<file path="config.mk">
export PLATFORM = sky130hd
export DESIGN_NAME = if_fetch_queue_flat
export DESIGN_NICKNAME = d
export VERILOG_FILES = /design/src/rtl/if_fetch_queue_if.sv /design/src/rtl/if_fetch_queue.sv /design/src/flat_wrapper.sv
export SDC_FILE = /design/constraint.sdc
export NUM_CORES = 1
export LEC_CHECK = 0
export BUFFER_PORTS_ARGS = -buffer_cell sky130_fd_sc_hd__buf_2
export CORE_ASPECT_RATIO = 0.75
export CORE_UTILIZATION = 32
export DETAILED_ROUTE_END_ITERATION = 12
export GPL_ROUTABILITY_DRIVEN = 0
export RECOVER_POWER = 50
export SYNTH_ARGS = -nofsm -noshare
export SYNTH_HDL_FRONTEND = slang
export SYNTH_SLANG_ARGS = --single-unit
</file>
<file path="constraint.sdc">
create_clock -name clk -period 5.1 [get_ports clk]
set_clock_uncertainty 0.1 [all_clocks]
set_input_delay 0.255 -clock clk [delete_from_list [all_inputs] [get_ports clk]]
set_output_delay 0.255 -clock clk [all_outputs]
set_load 0.01 [all_outputs]
</file>
<file path="src/rtl/if_fetch_queue_if.sv">
// Fetch-to-decode bus for if_fetch_queue.
// Carries the decode handshake (if_* head entry, id_ready), fetch control
// (fetch_en, redirect_valid, redirect_pc), and the combinational instruction
// memory port (fetch_pc out, mem_inst back).
//   master : the fetch stage (drives head entry, fetch_pc, count)
//   slave  : the decode / memory side
interface if_fetch_queue_if #(
  parameter int unsigned WORD      = 64,
  parameter int unsigned INST_SIZE = 32,
  parameter int unsigned DEPTH     = 4
);
  logic                   fetch_en;
  logic                   redirect_valid;
  logic [WORD-1:0]        redirect_pc;
  logic                   id_ready;
  logic                   if_valid;
  logic [WORD-1:0]        if_pc;
  logic [WORD-1:0]        if_pc_incr;
  logic [INST_SIZE-1:0]   if_inst;
  logic [WORD-1:0]        fetch_pc;
  logic [$clog2(DEPTH):0] count;
  logic [INST_SIZE-1:0]   mem_inst;

  modport master (
    input  fetch_en, redirect_valid, redirect_pc, id_ready, mem_inst,
    output if_valid, if_pc, if_pc_incr, if_inst, fetch_pc, count
  );

  modport slave (
    output fetch_en, redirect_valid, redirect_pc, id_ready, mem_inst,
    input  if_valid, if_pc, if_pc_incr, if_inst, fetch_pc, count
  );
endinterface

</file>
<file path="src/rtl/if_fetch_queue.sv">
// Instruction-fetch stage with a DEPTH-entry {pc, inst} FIFO.
// Owns the fetch PC, presents it to the combinational instruction memory,
// pushes fetched pairs into the FIFO and hands the head entry to decode
// through a valid/ready handshake. A redirect flushes the FIFO and restarts
// fetch at the (word-aligned) target.
// Ports:
//   clk   : clock, rising edge
//   rst_n : asynchronous active-low reset
//   bus   : if_fetch_queue_if.master (handshake, control, memory port)
module if_fetch_queue #(
  parameter int unsigned    WORD      = 64,
  parameter int unsigned    INST_SIZE = 32,
  parameter int unsigned    DEPTH     = 4,
  parameter logic [WORD-1:0] RESET_PC = '0
) (
  input logic          clk,
  input logic          rst_n,
  if_fetch_queue_if.master bus
);
  localparam int unsigned PtrW = $clog2(DEPTH);
  localparam int unsigned CntW = PtrW + 1;
  localparam logic [CntW-1:0] DepthC = CntW'(DEPTH);

  logic [WORD-1:0]      pc_mem   [DEPTH];
  logic [INST_SIZE-1:0] inst_mem [DEPTH];

  logic [WORD-1:0] fetch_pc_q, fetch_pc_d;
  logic [PtrW-1:0] rd_q, rd_d, wr_q, wr_d;
  logic [CntW-1:0] count_q, count_d;

  logic            head_valid, full, push, pop;
  logic [WORD-1:0] redir_pc;

  assign head_valid = (count_q != '0);
  assign full       = (count_q == DepthC);
  assign redir_pc   = bus.redirect_pc & ~WORD'(3);

  always_comb begin
    pop  = head_valid & bus.id_ready & ~bus.redirect_valid;
    // A full FIFO still accepts a push when the head leaves in the same cycle.
    push = bus.fetch_en & ~bus.redirect_valid & (~full | pop);
  end

  always_comb begin
    fetch_pc_d = fetch_pc_q;
    rd_d       = rd_q;
    wr_d       = wr_q;
    count_d    = count_q;
    if (bus.redirect_valid) begin
      fetch_pc_d = redir_pc;
      rd_d       = '0;
      wr_d       = '0;
      count_d    = '0;
    end else begin
      if (push) begin
        wr_d       = wr_q + PtrW'(1);
        fetch_pc_d = fetch_pc_q + WORD'(4);
      end
      if (pop) begin
        rd_d = rd_q + PtrW'(1);
      end
      if (push && !pop) begin
        count_d = count_q + CntW'(1);
      end else if (pop && !push) begin
        count_d = count_q - CntW'(1);
      end
    end
  end

  always_ff @(posedge clk or negedge rst_n) begin
    if (!rst_n) begin
      fetch_pc_q <= RESET_PC;
      rd_q       <= '0;
      wr_q       <= '0;
      count_q    <= '0;
    end else begin
      fetch_pc_q <= fetch_pc_d;
      rd_q       <= rd_d;
      wr_q       <= wr_d;
      count_q    <= count_d;
    end
  end

  // Storage needs no reset: entries are only observed while counted as valid.
  always_ff @(posedge clk) begin
    if (push) begin
      pc_mem[wr_q]   <= fetch_pc_q;
      inst_mem[wr_q] <= bus.mem_inst;
    end
  end

  always_comb begin
    bus.if_valid   = head_valid;
    bus.if_pc      = '0;
    bus.if_pc_incr = '0;
    bus.if_inst    = '0;
    if (head_valid) begin
      bus.if_pc      = pc_mem[rd_q];
      bus.if_pc_incr = pc_mem[rd_q] + WORD'(4);
      bus.if_inst    = inst_mem[rd_q];
    end
  end

  assign bus.fetch_pc = fetch_pc_q;
  assign bus.count    = count_q;
endmodule

</file>
<file path="src/flat_wrapper.sv">
// flat-port wrapper written by rule: the top's interface ports become plain ports
module if_fetch_queue_flat 
#(
  parameter int unsigned    WORD      = 64,
  parameter int unsigned    INST_SIZE = 32,
  parameter int unsigned    DEPTH     = 4,
  parameter logic [WORD-1:0] RESET_PC = '0
)
  (clk, rst_n, bus_fetch_en, bus_redirect_valid, bus_redirect_pc, bus_id_ready, bus_mem_inst, bus_if_valid, bus_if_pc, bus_if_pc_incr, bus_if_inst, bus_fetch_pc, bus_count);
  if_fetch_queue_if #(.WORD(WORD), .INST_SIZE(INST_SIZE), .DEPTH(DEPTH)) bus_i ();
  input logic clk;
  input logic rst_n;
  input wire logic [$bits(bus_i.fetch_en)-1:0] bus_fetch_en;
  input wire logic [$bits(bus_i.redirect_valid)-1:0] bus_redirect_valid;
  input wire logic [$bits(bus_i.redirect_pc)-1:0] bus_redirect_pc;
  input wire logic [$bits(bus_i.id_ready)-1:0] bus_id_ready;
  input wire logic [$bits(bus_i.mem_inst)-1:0] bus_mem_inst;
  output wire logic [$bits(bus_i.if_valid)-1:0] bus_if_valid;
  output wire logic [$bits(bus_i.if_pc)-1:0] bus_if_pc;
  output wire logic [$bits(bus_i.if_pc_incr)-1:0] bus_if_pc_incr;
  output wire logic [$bits(bus_i.if_inst)-1:0] bus_if_inst;
  output wire logic [$bits(bus_i.fetch_pc)-1:0] bus_fetch_pc;
  output wire logic [$bits(bus_i.count)-1:0] bus_count;
  assign bus_i.fetch_en = bus_fetch_en;
  assign bus_i.redirect_valid = bus_redirect_valid;
  assign bus_i.redirect_pc = bus_redirect_pc;
  assign bus_i.id_ready = bus_id_ready;
  assign bus_i.mem_inst = bus_mem_inst;
  assign bus_if_valid = bus_i.if_valid;
  assign bus_if_pc = bus_i.if_pc;
  assign bus_if_pc_incr = bus_i.if_pc_incr;
  assign bus_if_inst = bus_i.if_inst;
  assign bus_fetch_pc = bus_i.fetch_pc;
  assign bus_count = bus_i.count;
  if_fetch_queue #(.WORD(WORD), .INST_SIZE(INST_SIZE), .DEPTH(DEPTH), .RESET_PC(RESET_PC)) u_core (.clk(clk), .rst_n(rst_n), .bus(bus_i));
endmodule
</file>
==> impl_metrics.ini <==
[grt]
antenna_found_initial = 2
grt_use_total_pct = 18.24
grt_max_degree = 92
overflow = 0
grt_pass1_vias = 13210
grt_pass1_wl_um = 86050

[power]
total_power_mw = 11.80
p_leak_nw = 8.512
power_density_nw_per_um2 = 473.6
ir_drop_v = 0.0002629

[synth]
synth_edf_count = 376
ys_ff_latch = 445
async_reset_ff_share_pct = 15.51
mappedNetlistArea_um2 = 20070
yosys_warnings = 0
syn_inst = 1380
synth_ff_type = edfxtp_1
synth_cell_types = 63
ys_seq_area_share_pct = 64.87
syn_avg_cell_area_um2 = 14.54

[critical_path]
startpoint_type = flip-flop
regToRegStartpoint = u_core.bus.count[2]
cp.required_ns = 4.74
timing.rr.end = u_core.inst_mem[1][2]
cp.arrival_ns = 4.50
ff2ff_path_depth = 6
slowest_delay_ns = 0.90
crit_slowest_cell = dfrtp_4
startpoint = u_core.rd_q[0]
cp_max_fo = 33
r2r_setup_slack_ns = 0.64
crit_path_end_kind = primary output
crit_chain = mux4_2 > ha_1 > nand2_1 > nor3_2 > nand4_1 > or4_1 > a21oi_1 > buf_2
criticalPathCategory = reg -> out
endpoint = bus_if_pc_incr[58]

[sta]
fin_ws_ns = 0.2423
grt_setup_unrepaired = no
slew_viol_final = 274
timing.slew.headroom_pct = -138.9
hold_viol_final = 0
fmax_mhz = 205.9
fin_crit_ns = 4.858
tightest_slew_ns = 3.583
setup_viol = 0
post-route-period-util_pct = 95.25
timing.setup.tns_ns = 0

[finish]
final_core_util_pct = 40.19
syn_to_final_growth_pct = 24.12
layout.nets = 1909
drive_above_1_share_pct = 23.20
fillers = 5750

[floorplan]
die_h_um = 218.9
die_area_um2 = 63730
initial_core_util_pct = 32.38
dieWidth_um = 291.2
pin_count = 329
fp-row-count = 79
core_region_area_um2 = 61980

[detailed_routing]
vias = 13510
final_antenna_net_count = 0
drt-total-wl_um = 59480
drcViolationCount = 0
avgViaCountPerCell = 5.103
first_pass_iters = 5
wl_per_cell_um = 22.46
drt-initial-drc-count = 870

[clocking]
cts.clk_slew.worst_paths_ns = 0.06
clock_sinks = 445
worst_skew_pair.late_latency_ns = 0.58
cts_buffers = 48
cts_tree = done
clock_path_buffers = 3
htreeDepth = 2
cts-root-buf = clkbuf_16

[min_path]
min_path_type = in -> reg
holdPathStages = 4

[outcome]
violations = capacitance limit, slew limit
outcome = finished with violations

[place]
dp_hpwl_um = 39880
dp_slack_ns = 0.6885
port-buffer-count = 320

[run]
maxCapViolations = 4
## synthesized netlist by cell type, types with 12 or more instances
cell	count	share of area, %
edfxtp_1	376	56
nand2_1	117	2.2
mux4_2	93	10
nor2b_1	91	2.8
nor2_1	80	1.5
o21ai_0	70	1.7
dfrtp_1	69	8.6
xnor2_1	62	2.7
nand3_1	46	1.1
clkbuf_1	45	0.84
xor2_1	36	1.6
nor3_1	33	0.82
nand4_1	32	1.0
a21oi_1	25	0.62
inv_1	25	0.47
nor4_1	21	0.65
and3_1	14	0.44
buf_2	13	0.32
and2_1	12	0.37
or4_1	12	0.45
## metal layers
| metal | share of wire [%] | track usage (%) |
|---|---|---|
| met1 | 46 | 25.95 |
| met2 | 46 | 28.00 |
| met3 | 6.2 | 3.616 |
| met4 | 2.6 | 5.767 |
| met5 | 0.029 | 0 |
## final cells by class
cell class | count | area (um^2) | share of cell area, %
tap | 810 | 1013 | 4.069
multi-input combinational | 838 | 6551 | 26.30
sequential | 445 | 13030 | 52.29
clock inverter | 22 | 219.0 | 0.8791
inverter | 26 | 97.59 | 0.3918
antenna | 2 | 5.005 | 0.02009
clock buffer | 63 | 1299 | 5.214
timing repair buffer | 442 | 2698 | 10.83
## flip-flops by register name, summed over array words and instances, names as in the netlist
| signal | flops |
|---|---|
| u_core.bus.count | 3 |
| u_core.bus.fetch_pc | 62 |
| u_core.inst_mem | 128 |
| u_core.pc_mem | 248 |
| u_core.rd_q | 2 |
| u_core.wr_q | 2 |
## logic make-up after synthesis
family          share of synthesized area, %
fa+ha+maj                             0.4738
mux                                    10.59
other cells                          0.01869
xor+xnor                               4.277
compound gates                         3.485
simple gates                           13.65
buf+inv                                2.631
flops                                  64.87
## repair_timing
action,4_1_cts,5_1_grt
endpoints found under the setup margin,0,9
gates resized for setup,0,0
endpoints found under the hold margin,260,0
hold buffers,100,0
setup buffers,0,3
## metrics by stage
stage	std cells	area [um^2]	hold slack (ns)
global route	2647	24910	0.06903
CTS	2643	25030	0.002150
detailed placement	2458	22510	0.3719
global placement	2458	22510	0.3658
floorplan	1385	20090	-0.1406
finish	2648	24910	0.04832
## how the worst min path moves through the flow
stage | endpoint | start
2_1_floorplan | u_core.bus.count[0] | rst_n
3_3_place_gp | u_core.inst_mem[3][9] | bus_mem_inst[9]
3_5_place_dp | u_core.bus.fetch_pc[15] | bus_redirect_pc[15]
4_1_cts | u_core.rd_q[1] | bus_id_ready
5_1_grt | u_core.bus.count[0] | bus_fetch_en
6_report | u_core.rd_q[1] | bus_id_ready
## critical path: cells and delay by family, from the launching register on
kind            cells  cell delay (ns)
fa+ha+maj           1             0.31
flops               1             0.90
compound gates      1             0.17
buf+inv             1             0.16
mux                 1             0.43
simple gates        4             1.90
## report_power, final
part | total [mW] | internal [mW] | switching, mW
clock network | 3.42 | 1.99 | 1.43
logic | 3.88 | 1.53 | 2.34
registers | 4.50 | 4.20 | 0.297
total | 11.8 | 7.73 | 4.07
## cell usage in the layout, fill, tap and decap left out, drive strengths merged, types with 36 or more instances in the layout
master / count
xor2: 36
dlygate4sd3: 100
nand2: 118
dfrtp: 69
clkbuf: 165
nand4: 37
nand3: 48
nor3: 36
o21ai: 70
nor2b: 91
xnor2: 62
edfxtp: 376
mux4: 93
nor2: 80
buf: 240
Power figures use the tool's default switching activity.
